$ cat config.mk
export PLATFORM = sky130hd
export DESIGN_NAME = mips32_mem_arbiter_flat
export DESIGN_NICKNAME = d
export VERILOG_FILES = /design/src/rtl/mips32_pkg.sv /design/src/rtl/mips32_mem_arbiter_if.sv /design/src/rtl/mips32_mem_arbiter.sv /design/src/flat_wrapper.sv
export SDC_FILE = /design/constraint.sdc
export NUM_CORES = 1
export LEC_CHECK = 0
export CAP_MARGIN = 20
export CORE_ASPECT_RATIO = 0.5
export CORE_MARGIN = 3
export CORE_UTILIZATION = 23
export DETAILED_ROUTE_END_ITERATION = 16
export GPL_ROUTABILITY_DRIVEN = 0
export PLACE_DENSITY_LB_ADDON = 0.05
export SYNTH_ARGS = -nofsm -noshare
export SYNTH_HDL_FRONTEND = slang
export SYNTH_SLANG_ARGS = --single-unit
$ cat constraint.sdc
create_clock -name clk -period 2.8 [get_ports clk]
set_clock_uncertainty 0.2 [all_clocks]
set_input_delay 0.56 -clock clk [delete_from_list [all_inputs] [get_ports clk]]
set_output_delay 0.56 -clock clk [all_outputs]
set_load 0.01 [all_outputs]
$ cat src/rtl/mips32_pkg.sv
// Shared MIPS32 definitions: memory geometry and arbiter port-select encoding.
package mips32_pkg;

   localparam int MIPS_ADDR_W = 10;
   localparam int MIPS_DATA_W = 32;

   typedef enum logic [1:0] {
      PORT_NONE = 2'd0,
      PORT_IF   = 2'd1,
      PORT_D    = 2'd2
   } port_sel_e;

endpackage

$ cat src/rtl/mips32_mem_arbiter_if.sv
// Bus bundle between the pipeline (fetch + data requesters), the arbiter and memory.
// master: pipeline/memory side, slave: arbiter side.
interface mips32_mem_arbiter_if
   import mips32_pkg::*;
#(
   parameter int ADDR_W = MIPS_ADDR_W,
   parameter int DATA_W = MIPS_DATA_W
);
   logic              if_req;
   logic [ADDR_W-1:0] if_addr;
   logic              if_flush;
   logic              if_gnt;
   logic              if_rvalid;
   logic [DATA_W-1:0] if_rdata;
   logic              d_req;
   logic              d_we;
   logic [ADDR_W-1:0] d_addr;
   logic [DATA_W-1:0] d_wdata;
   logic              d_gnt;
   logic              d_rvalid;
   logic [DATA_W-1:0] d_rdata;
   logic              halt;
   logic              mem_en;
   logic              mem_we;
   logic [ADDR_W-1:0] mem_addr;
   logic [DATA_W-1:0] mem_wdata;
   logic [DATA_W-1:0] mem_rdata;

   modport master (
      output if_req, if_addr, if_flush, d_req, d_we, d_addr, d_wdata, halt, mem_rdata,
      input  if_gnt, if_rvalid, if_rdata, d_gnt, d_rvalid, d_rdata,
             mem_en, mem_we, mem_addr, mem_wdata
   );

   modport slave (
      input  if_req, if_addr, if_flush, d_req, d_we, d_addr, d_wdata, halt, mem_rdata,
      output if_gnt, if_rvalid, if_rdata, d_gnt, d_rvalid, d_rdata,
             mem_en, mem_we, mem_addr, mem_wdata
   );
endinterface

$ cat src/rtl/mips32_mem_arbiter.sv
// Single-port memory arbiter between instruction fetch and MEM-stage loads/stores.
// Data wins contention until it has won STARVE_LIMIT contended cycles in a row,
// then fetch is forced through. Read data returns one cycle after the grant.
module mips32_mem_arbiter
   import mips32_pkg::*;
#(
   parameter int ADDR_W       = MIPS_ADDR_W,
   parameter int DATA_W       = MIPS_DATA_W,
   parameter int STARVE_LIMIT = 4
) (
   input  logic                 clk,
   input  logic                 rst_n,
   mips32_mem_arbiter_if.slave  bus
);

   localparam logic [3:0] LIMIT = 4'(STARVE_LIMIT);

   logic [3:0] streak_q, streak_d;
   logic       pend_if_q, pend_if_d;
   logic       pend_d_q, pend_d_d;
   logic       flushed_q, flushed_d;
   logic       if_elig, d_elig, contend;
   port_sel_e  sel;

   // Grant selection; nothing is granted while reset is held.
   always_comb begin
      if_elig = bus.if_req & ~bus.halt & ~bus.if_flush;
      d_elig  = bus.d_req;
      contend = if_elig & d_elig;
      sel     = PORT_NONE;
      if (!rst_n)        sel = PORT_NONE;
      else if (contend)  sel = (streak_q == LIMIT) ? PORT_IF : PORT_D;
      else if (if_elig)  sel = PORT_IF;
      else if (d_elig)   sel = PORT_D;
   end

   assign bus.if_gnt    = (sel == PORT_IF);
   assign bus.d_gnt     = (sel == PORT_D);
   assign bus.mem_en    = bus.if_gnt | bus.d_gnt;
   assign bus.mem_we    = bus.d_gnt & bus.d_we;
   assign bus.mem_addr  = bus.if_gnt ? bus.if_addr :
                          bus.d_gnt  ? bus.d_addr  : '0;
   assign bus.mem_wdata = bus.mem_we ? bus.d_wdata : '0;

   // A fetch response is dropped if a flush arrives in its grant or response cycle;
   // responses in flight while reset is asserted are discarded.
   assign bus.if_rvalid = pend_if_q & ~(flushed_q | bus.if_flush) & rst_n;
   assign bus.d_rvalid  = pend_d_q & rst_n;
   assign bus.if_rdata  = bus.if_rvalid ? bus.mem_rdata : '0;
   assign bus.d_rdata   = bus.d_rvalid  ? bus.mem_rdata : '0;

   // Next-state for the fairness streak and the response tracker.
   always_comb begin
      streak_d = streak_q;
      if (!if_elig || bus.if_gnt)
         streak_d = '0;
      else if (contend && bus.d_gnt && streak_q != LIMIT)
         streak_d = streak_q + 4'd1;
      pend_if_d = bus.if_gnt;
      pend_d_d  = bus.d_gnt & ~bus.d_we;
      flushed_d = bus.if_gnt & bus.if_flush;
   end

   // State registers with synchronous active-low reset.
   always_ff @(posedge clk) begin
      if (!rst_n) begin
         streak_q  <= '0;
         pend_if_q <= 1'b0;
         pend_d_q  <= 1'b0;
         flushed_q <= 1'b0;
      end else begin
         streak_q  <= streak_d;
         pend_if_q <= pend_if_d;
         pend_d_q  <= pend_d_d;
         flushed_q <= flushed_d;
      end
   end

endmodule

$ cat src/flat_wrapper.sv
// flat-port wrapper written by rule: the top's interface ports become plain ports
module mips32_mem_arbiter_flat import mips32_pkg::*;
#(
   parameter int ADDR_W       = MIPS_ADDR_W,
   parameter int DATA_W       = MIPS_DATA_W,
   parameter int STARVE_LIMIT = 4
)
  (clk, rst_n, bus_if_req, bus_if_addr, bus_if_flush, bus_d_req, bus_d_we, bus_d_addr, bus_d_wdata, bus_halt, bus_mem_rdata, bus_if_gnt, bus_if_rvalid, bus_if_rdata, bus_d_gnt, bus_d_rvalid, bus_d_rdata, bus_mem_en, bus_mem_we, bus_mem_addr, bus_mem_wdata);
  mips32_mem_arbiter_if #(.ADDR_W(ADDR_W), .DATA_W(DATA_W)) bus_i ();
  input  logic clk;
  input  logic rst_n;
  input wire logic [$bits(bus_i.if_req)-1:0] bus_if_req;
  input wire logic [$bits(bus_i.if_addr)-1:0] bus_if_addr;
  input wire logic [$bits(bus_i.if_flush)-1:0] bus_if_flush;
  input wire logic [$bits(bus_i.d_req)-1:0] bus_d_req;
  input wire logic [$bits(bus_i.d_we)-1:0] bus_d_we;
  input wire logic [$bits(bus_i.d_addr)-1:0] bus_d_addr;
  input wire logic [$bits(bus_i.d_wdata)-1:0] bus_d_wdata;
  input wire logic [$bits(bus_i.halt)-1:0] bus_halt;
  input wire logic [$bits(bus_i.mem_rdata)-1:0] bus_mem_rdata;
  output wire logic [$bits(bus_i.if_gnt)-1:0] bus_if_gnt;
  output wire logic [$bits(bus_i.if_rvalid)-1:0] bus_if_rvalid;
  output wire logic [$bits(bus_i.if_rdata)-1:0] bus_if_rdata;
  output wire logic [$bits(bus_i.d_gnt)-1:0] bus_d_gnt;
  output wire logic [$bits(bus_i.d_rvalid)-1:0] bus_d_rvalid;
  output wire logic [$bits(bus_i.d_rdata)-1:0] bus_d_rdata;
  output wire logic [$bits(bus_i.mem_en)-1:0] bus_mem_en;
  output wire logic [$bits(bus_i.mem_we)-1:0] bus_mem_we;
  output wire logic [$bits(bus_i.mem_addr)-1:0] bus_mem_addr;
  output wire logic [$bits(bus_i.mem_wdata)-1:0] bus_mem_wdata;
  assign bus_i.if_req = bus_if_req;
  assign bus_i.if_addr = bus_if_addr;
  assign bus_i.if_flush = bus_if_flush;
  assign bus_i.d_req = bus_d_req;
  assign bus_i.d_we = bus_d_we;
  assign bus_i.d_addr = bus_d_addr;
  assign bus_i.d_wdata = bus_d_wdata;
  assign bus_i.halt = bus_halt;
  assign bus_i.mem_rdata = bus_mem_rdata;
  assign bus_if_gnt = bus_i.if_gnt;
  assign bus_if_rvalid = bus_i.if_rvalid;
  assign bus_if_rdata = bus_i.if_rdata;
  assign bus_d_gnt = bus_i.d_gnt;
  assign bus_d_rvalid = bus_i.d_rvalid;
  assign bus_d_rdata = bus_i.d_rdata;
  assign bus_mem_en = bus_i.mem_en;
  assign bus_mem_we = bus_i.mem_we;
  assign bus_mem_addr = bus_i.mem_addr;
  assign bus_mem_wdata = bus_i.mem_wdata;
  mips32_mem_arbiter #(.ADDR_W(ADDR_W), .DATA_W(DATA_W), .STARVE_LIMIT(STARVE_LIMIT)) u_core (.clk(clk), .rst_n(rst_n), .bus(bus_i));
endmodule
# Yosys cells after proc, flatten, opt, wreduce, memory -nomap -nowiden
# Index checks and enable logic that the tools add are counted.
# W data, S select, Z words.
[totals]
reg_bits = 7
in_bits = 91
output_inout_bits = 112
wordCells = 40
[op_classes]
addsub = 1
eq_ne = 4
n_mux = 10
bitwise_logic = 16
n_reduce_logical = 5
[ops]
columns = ["op", "n"]
rows = [
  ["$mux W32", 3],
  ["$mux W10", 2],
  ["$mux W2", 5],
  ["$and A1 B1 Y1", 9],
  ["$not A1 Y1", 5],
  ["$add A4 B1 Y4 const B", 1],
  ["$eq A4 B3 Y1 const B", 1],
  ["$ne A4 B3 Y1 const B", 1],
  ["$eq A2 B1 Y1 const B", 1],
  ["$eq A2 B2 Y1 const B", 1],
  ["$logic_and A1 B1 Y1", 2],
  ["$or A1 B1 Y1", 2],
  ["$reduce_or A2 Y1", 1],
  ["$logic_not A1 Y1", 1],
  ["$logic_or A1 B1 Y1", 1],
]

# Longest topological paths before layout
# Gate-level depths: netlist (run 1).
[logic_depth]
depth_word = 9
mapped_depth = 11
ltp_nobuf = 9

# Worst setup path after synthesis (run 1)
# OpenSTA, ideal clock, no wires.
[synth_path]
path_kind = "reg2out"
from = "reg u_core.streak_q[0]"
to = "out bus_mem_addr[3]"
t_arrival_ns = 2.064
t_required_ns = 2.040
path_slack_ns = -0.024
path_stages_with_launch = 12
path_buffers = 3
path_cell_list = "dfxtp_1 inv_1 ha_1 and3b_1 buf_6 nand2_1 and3_1 ha_1 buf_2 clkbuf_1 nand2_1 o21ai_0"
[synth_via]
elab_chain_cells = 7
elab_cells_between_ends = 8
cone_classes = "eq/ne (3); mux (5)"
[synth_rtl]
columns = ["element", "line", "rtl"]
rows = [
  ["from (decl)", "mips32_mem_arbiter.sv:18", "logic [3:0] streak_q, streak_d;"],
  ["from (signal assigned)", "mips32_mem_arbiter.sv:72", "streak_q <= streak_d;"],
  ["$eq A4 B3 Y1", "mips32_mem_arbiter.sv:32", "else if (contend) sel = (streak_q == LIMIT) ? PORT_IF : PORT_D;"],
  ["$mux W2 (2 in a row)", "mips32_mem_arbiter.sv:32", ""],
  ["$mux W2", "mips32_mem_arbiter.sv:31", "if (!rst_n) sel = PORT_NONE;"],
  ["$eq A2 B2 Y1", "mips32_mem_arbiter.sv:38", "assign bus.d_gnt = (sel == PORT_D);"],
  ["named net bus_d_gnt", "flat_wrapper.sv:24", "output wire logic [$bits(bus_i.d_gnt)-1:0] bus_d_gnt;"],
  ["$mux W10", "mips32_mem_arbiter.sv:42", "bus.d_gnt ? bus.d_addr : '0;"],
  ["$mux W10", "mips32_mem_arbiter.sv:41", "assign bus.mem_addr = bus.if_gnt ? bus.if_addr :"],
  ["to (decl)", "flat_wrapper.sv:29", "output wire logic [$bits(bus_i.mem_addr)-1:0] bus_mem_addr;"],
]
# The timed path passes the listed nets, and every way through them passes these cells.

# Worst setup path in the final report (run 1)
[layout_path]
from = "in bus_if_req"
to = "out bus_mem_wdata[30]"
[layout_via]
elab_chain_cells = 8
elab_cells_between_ends = 9
cone_classes = "eq/ne (1); mux (4); bitwise (4)"
[layout_rtl]
columns = ["element", "line", "rtl"]
rows = [
  ["from (decl)", "flat_wrapper.sv:12", "input wire logic [$bits(bus_i.if_req)-1:0] bus_if_req;"],
  ["$and A1 B1 Y1 * (2 in a row)", "mips32_mem_arbiter.sv:27", "if_elig = bus.if_req & ~bus.halt & ~bus.if_flush;"],
  ["$mux W2 or $and A1 B1 Y1 (tied branches)", "mips32_mem_arbiter.sv:33, mips32_mem_arbiter.sv:29", ""],
  ["$mux W2 *", "mips32_mem_arbiter.sv:32", ""],
  ["$mux W2 *", "mips32_mem_arbiter.sv:31", ""],
  ["$eq A2 B2 Y1 *", "mips32_mem_arbiter.sv:38", ""],
  ["$and A1 B1 Y1 *", "mips32_mem_arbiter.sv:40", "assign bus.mem_we = bus.d_gnt & bus.d_we;"],
  ["$mux W32 *", "mips32_mem_arbiter.sv:43", "assign bus.mem_wdata = bus.mem_we ? bus.d_wdata : '0;"],
  ["to (decl)", "flat_wrapper.sv:30", "output wire logic [$bits(bus_i.mem_wdata)-1:0] bus_mem_wdata;"],
]
# Mark *: on every way between the ends. The rest lies on a longest branch, timed or not.

==> impl_metrics.py, run 1 <==
metrics = {
    "final_layout": {
        "stdcell_count": 477,
        "final_core_util": 0.694,
        "postLayoutCellArea_mm2": 0.00355,
        "num_antenna_cells": 0,
        "final_cell_mix": "clkdlybuf4s50_1 (120), and3_1 (65), buf_2 (36)",
        "layout_commonest_cell": "clkdlybuf4s50_1",
        "drive_gt1_frac": 0.231,
        "area_growth_pct": 181,
        "nNetsFinal": 503,
    },
    "clock_network": {
        "clk_latency_ns": 0.22,
        "cts_tree": "done",
        "cts_made_buffers": 3,
        "cts.clk_slew.worst_paths_ns": 0.04,
        "cts_max_path_buffers": 2,
        "clockRootBuffer": "clkbuf_8",
        "h-tree-depth": 1,
        "cts.sinks": 7,
    },
    "global_routing": {
        "grt_pass1_wl_um": 10900,
        "first_global_vias": 2173,
        "grt_overflow": 0,
        "track_usage": 0.204,
        "grt_antenna_before_repair": 0,
        "grt_max_degree": 34,
    },
    "route": {
        "wl_per_cell_um": 15.7,
        "drtAntennaViolNets": 0,
        "drc": 0,
        "drt_iter0_markers": 116,
        "vias_per_cell": 4.67,
        "drtPass1Iterations": 6,
        "vias": 2228,
        "routed_wl_um": 7490,
    },
    "power": {
        "powerDensity_mw_per_mm2": 145,
        "vdd_drop_max_mv": 0.0736,
        "leakagePower_nw": 2.22,
    },
    "timing": {
        "fin_tns_setup_ns": 0,
        "tightest_slew_ns": 0.387,
        "fmax_mhz": 364,
        "final_max_slew_viol_count": 0,
        "slew_headroom": 0.739,
        "finalCriticalPeriod_ns": 2.74,
        "finalHoldViolCount": 0,
        "finalCritPeriodShare": 0.980,
        "finalSetupViolations": 0,
    },
    "worst_setup_path": {
        "end_kind": "primary output",
        "worst_ep_required_time_ns": 2.04,
        "rrSetupSlack_ns": 0.36,
        "crit_fanout": 22,
        "crit_chain": "dlygate4sd2_1 > nor3b_2 > nand2_2 > and3_4 > ha_4 > buf_16 > and3_1 > buf_2",
        "path_delay_family": "simple AND/OR/NAND/NOR gates",
        "worstSetupStartpointType": "primary input",
        "cpMaxStageDelayCell": "nor3b_2",
        "critPathArrivalTime_ns": 1.98,
        "cp_num_buf_inv": 3,
        "slowest_delay_ns": 0.24,
        "crit_type": "primary input to primary output",
    },
    "logic_synthesis": {
        "ys_types": 25,
        "syn_inst": 195,
        "netlist_area_mm2": 0.00126,
        "ys_ff_latch": 7,
        "syn_nets": 290,
        "synth_warnings": 0,
        "synth_area_per_cell_um2": 6.47,
        "ys_seq_area_frac": 0.111,
    },
    "hold_path": {
        "hold_path_class": "flop to flop",
    },
    "place": {
        "dp.cells": 464,
        "dpl_cell_area_mm2": 0.00346,
        "portBuffers": 202,
        "dp_hpwl_um": 5810,
    },
    "die": {
        "dieArea_mm2": 0.00647,
        "start_util": 0.247,
        "dieHeight_um": 58.4,
        "rows": 18,
        "ios": 203,
        "design.core.area_mm2": 0.00511,
        "die_x_um": 111,
    },
    "run": {
        "drv_cap": 0,
    },
    "run_status": {
        "outcome": "finished, final reports clean",
    },
}
sequential cells by signal, indices dropped and copies added, names as in the netlist:
name / flops
u_core.flushed_q: 1
u_core.pend_d_q: 1
u_core.streak_q: 4
u_core.pend_if_q: 1
timing repair:
action                                  CTS  global route
cloned                                    3             2
gates resized for setup                 173            68
endpoints found under the setup margin  107            70
pin swaps                                 5             8
setup buffers                             3             1
hold buffers                              0             0
endpoints found under the hold margin     0             0
report_power, final:
group	internal [mW]	total, mW	switching (mW)
clock network	0.0986	0.143	0.0446
logic	0.176	0.269	0.0930
registers	0.101	0.101	0.000127
total	0.376	0.514	0.138
tightest hold or removal path, stage by stage (launching register included):
cell and delay, ns:
dfxtp_1 0.33, nand3b_1 0.11, mux2i_1 0.09
layout make-up:
type | count | area, um^2
Timing Repair Buffer | 229 | 2160
Fill cell | 436 | 1560
Multi-Input combinational cell | 162 | 1090
Sequential cell | 7 | 143
Tap cell | 70 | 87.6
Clock buffer | 4 | 45.0
Inverter | 5 | 18.8
logic make-up (layout without fill, tap and decap cells):
group	after synthesis	in the layout	synth area share
simple gates	142	142	0.690
buf+inv	26	238	0.0842
compound gates	14	14	0.0595
flops	7	7	0.111
fa+ha+maj	4	4	0.0396
mux	2	2	0.0159
layer usage:
metal / up-vias / global-route usage / wire (um)
li1: 1101 / - / -
met1: 1016 / 0.209 / 2640
met2: 103 / 0.430 / 4100
met3: 8 / 0.0524 / 653
met4: 0 / 0.0386 / 105
met5: - / 0 / 0
Yosys cell counts, drive strengths merged:
cell type	n	area share
and3	66	0.33
nand3b	2	0.012
nand4	1	0.0050
and2	36	0.18
o31ai	2	0.012
and4bb	2	0.020
o21ai	10	0.040
nor3b	1	0.0059
or4	2	0.012
inv	5	0.015
buf	2	0.013
ha	4	0.040
a21oi	2	0.0079
nor4b	2	0.014
mux2i	2	0.016
nand4bb	1	0.0089
and3b	2	0.014
or3b	2	0.014
nand2	22	0.065
nand3	1	0.0040
nand2b	2	0.0099
clkbuf	19	0.056
dfxtp	7	0.11
path summary, 6_finish.rpt:
path                           start                 end  depth (start not counted)
hold reg to reg   u_core.streak_q[3]  u_core.streak_q[3]                          2
setup reg to reg  u_core.streak_q[0]  u_core.streak_q[3]                         10
setup / recovery          bus_if_req   bus_mem_wdata[30]                          8
hold / removal    u_core.streak_q[3]  u_core.streak_q[3]                          2
stage by stage:
| step | setup slack [ns] | power [mW] | hold WS [ns] |
|---|---|---|---|
| 2_1_floorplan | 0.00538 | 0.165 | 0.267 |
| 3_3_place_gp | -0.623 | 0.365 | 0.284 |
| 3_5_place_dp | -0.631 | 0.370 | 0.358 |
| 4_1_cts | -0.0442 | 0.513 | 0.366 |
| 5_1_grt | -0.0168 | 0.545 | 0.400 |
| 6_report | 0.0557 | 0.514 | 0.381 |
Note: power is estimated with default switching activity, not from simulation.
==> run 2: changes to the inputs <==
--- a/config.mk
+++ b/config.mk
@@ -5,6 +5,7 @@
 export SDC_FILE = /design/constraint.sdc
 export NUM_CORES = 1
 export LEC_CHECK = 0
+export ABC_AREA = 1
 export CAP_MARGIN = 20
 export CORE_ASPECT_RATIO = 0.5
 export CORE_MARGIN = 3
==> impl_metrics.py, run 2 <==
metrics = {
    "final_layout": {
        "drive_gt1_frac": 0.269,
        "num_antenna_cells": 0,
        "largest_register_ffs": 4,
        "postLayoutCellArea_mm2": 0.00361,
        "layout_commonest_cell": "clkdlybuf4s50_1",
        "nNetsFinal": 586,
        "regMostFlops": "u_core.streak_q",
        "final_cell_mix": "clkdlybuf4s50_1 (119), nor2_1 (73), inv_1 (72)",
        "fillCellCount": 470,
        "stdcell_count": 560,
        "area_growth_pct": 171,
    },
    "worst_setup_path": {
        "crit_chain": "dlygate4sd2_1 > nor2_2 > nand2_2 > inv_2 > nand2_1 > and3_4 > ha_4 > nand2_4 > buf_6 > clkbuf_16 > nor2_1 > buf_2",
        "slowest_delay_ns": 0.24,
        "crit_type": "primary input to primary output",
        "cpMaxStageDelayCell": "dlygate4sd2_1",
        "crit_fanout": 8,
        "critPathArrivalTime_ns": 2.04,
        "worst_ep_required_time_ns": 2.04,
        "end_kind": "primary output",
        "worstSetupStartpointType": "primary input",
    },
    "route": {
        "vias": 2322,
        "wl_per_cell_um": 12.4,
        "drc": 0,
        "drt_iter0_markers": 83,
        "drtAntennaViolNets": 0,
        "vias_per_cell": 4.15,
        "drtPass1Iterations": 4,
        "routed_wl_um": 6940,
    },
    "global_routing": {
        "first_global_vias": 2211,
        "grt_overflow": 0,
        "grt_max_degree": 25,
        "grt_antenna_before_repair": 0,
        "track_usage": 0.182,
        "grt_pass1_wl_um": 10300,
    },
    "logic_synthesis": {
        "synth_ff_type": "dfxtp_1",
        "synth_area_per_cell_um2": 5.00,
        "syn_nets": 362,
        "synth_edf_count": 0,
        "netlist_area_mm2": 0.00133,
        "ys_ff_latch": 7,
        "yosys.area.top_type_share": 0.220,
        "yosysMostFrequentCell": "inv_1",
        "synthTopCellsByArea": "inv_1 (22%), nor2_1 (21%), nor2_2 (14%)",
        "synth_warnings": 0,
        "syn_inst": 267,
        "synth_common_cells": "inv_1 (78), nor2_1 (76), nand2_1 (31)",
        "synth-async-reset-ratio": 0,
        "synth_largest_area_cell": "inv_1",
        "ys_seq_area_frac": 0.105,
        "ys_types": 19,
    },
    "clock_network": {
        "clk_latency_ns": 0.23,
        "cts.sinks": 7,
        "cts_max_path_buffers": 2,
        "cts.clk_slew.worst_paths_ns": 0.03,
        "clockRootBuffer": "clkbuf_16",
        "cts_made_buffers": 3,
        "ctsHoldBuffers": 0,
        "cts_tree": "done",
        "h-tree-depth": 1,
    },
    "place": {
        "dp_hpwl_um": 5650,
        "dpl_cell_area_mm2": 0.00354,
        "portBuffers": 202,
        "pre_cts_ws_ns": -0.754,
        "dp.cells": 545,
    },
    "timing": {
        "finalCritPeriodShare": 1.00,
        "finalCriticalPeriod_ns": 2.80,
        "tightest_slew_ns": 0.273,
        "finalHoldViolCount": 0,
        "final_max_slew_viol_count": 0,
        "fmax_mhz": 357,
        "slew_headroom": 0.817,
        "fin_ws_ns": -0.00456,
        "finalSetupViolations": 1,
        "rsz0062_at_grt": "yes",
    },
    "power": {
        "pwr-share-clk": 0.394,
        "sequentialPowerShare": 0.162,
        "powerDensity_mw_per_mm2": 173,
        "vdd_drop_max_mv": 0.157,
        "p_comb_frac": 0.444,
        "p_sw_frac": 0.261,
        "internal_power_mw": 0.463,
        "leakagePower_nw": 2.13,
        "p_sw_mw": 0.163,
    },
    "run": {
        "drv_cap": 0,
    },
    "hold_path": {
        "hold_path_class": "flop to flop",
    },
    "die": {
        "dieArea_mm2": 0.00680,
        "rows": 18,
        "ios": 203,
        "dieHeight_um": 59.8,
        "design.core.area_mm2": 0.00525,
        "start_util": 0.254,
        "die_x_um": 114,
    },
    "run_status": {
        "outcome": "finished, violations left",
        "violations": "negative setup slack",
    },
}
## run 2: cell count changes after synthesis, sizes merged, moves of 5 or more
| cell | delta |
|---|---|
| nor2 | +108 |
| o21ai | -10 |
| nand2 | +9 |
| clkbuf | -15 |
| nor3 | +5 |
| nand3 | +15 |
| buf | +5 |
| and2 | -36 |
| and3 | -65 |
| inv | +75 |
## run 2: critical path: cells and delay by family
kind | cells | cell delay [ns]
and+or+nand+nor | 6 | 0.58
buffers and inverters | 5 | 0.71
adders and majority gates | 1 | 0.18
## run 2: stage by stage
step	util	setup TNS, ns	hold WS [ns]	total power, mW
2_1_floorplan	-	0	0.259	0.180
3_3_place_gp	0.675	-34.30	0.269	0.374
3_5_place_dp	0.675	-36.94	0.281	0.379
4_1_cts	0.686	0	0.286	0.626
5_1_grt	0.688	-1.30	0.340	0.656
6_report	0.688	-0.00456	0.307	0.625
## run 2: area by class of cell
| class | instances | area (um^2) | share of cell area |
|---|---|---|---|
| Clock buffer | 4 | 78.8 | 0.0218 |
| Inverter | 81 | 309 | 0.0856 |
| Multi-Input combinational cell | 168 | 910 | 0.252 |
| Sequential cell | 7 | 143 | 0.0395 |
| Tap cell | 70 | 87.6 | 0.0242 |
| Timing Repair Buffer | 229 | 2080 | 0.575 |
| Timing Repair inverter | 1 | 8.76 | 0.00242 |
## run 2: timing repair
| item | in CTS | in global routing |
|---|---|---|
| pin swaps | 5 | 6 |
| resized for setup | 199 | 37 |
| cloned | 3 | 1 |
| buffers inserted | 5 | 2 |
| setup endpoints to repair | 110 | 52 |
## run 2: final timing paths
kind | start | endpoint | slack (ns) | cells after the start
hold / removal | u_core.streak_q[3] | u_core.streak_q[3] | 0.31 | 2
setup / recovery | bus_halt | bus_mem_wdata[12] | -0.005 | 12
setup reg to reg | u_core.streak_q[1] | u_core.streak_q[3] | 0.74 | 14
hold reg to reg | u_core.streak_q[3] | u_core.streak_q[3] | 0.31 | 2
## run 2: kinds of logic after synthesis
logic type | after synthesis | share of synthesized area
xor+xnor | 1 | 0.00657
flops | 7 | 0.105
compound gates | 1 | 0.00375
simple gates | 162 | 0.568
buf+inv | 92 | 0.280
fa+ha+maj | 4 | 0.0375
## run 2: metal layers
layer	GRT usage	vias to the layer above	routed length, um
met3	0.0445	4	605
met1	0.187	1030	2540
li1	-	1185	-
met2	0.379	103	3750
met4	0.0360	0	48
met5	0	-	0
## run 2: power groups by stage
| stage | Sequential, mW | Combinational, mW | Clock, mW |
|---|---|---|---|
| CTS | 0.101 | 0.274 | 0.251 |
| global placement | 0.103 | 0.271 | 0 |
| floorplan | 0.103 | 0.0770 | 0 |
| detailed placement | 0.103 | 0.276 | 0 |
| global route | 0.101 | 0.300 | 0.256 |
| finish | 0.101 | 0.278 | 0.247 |
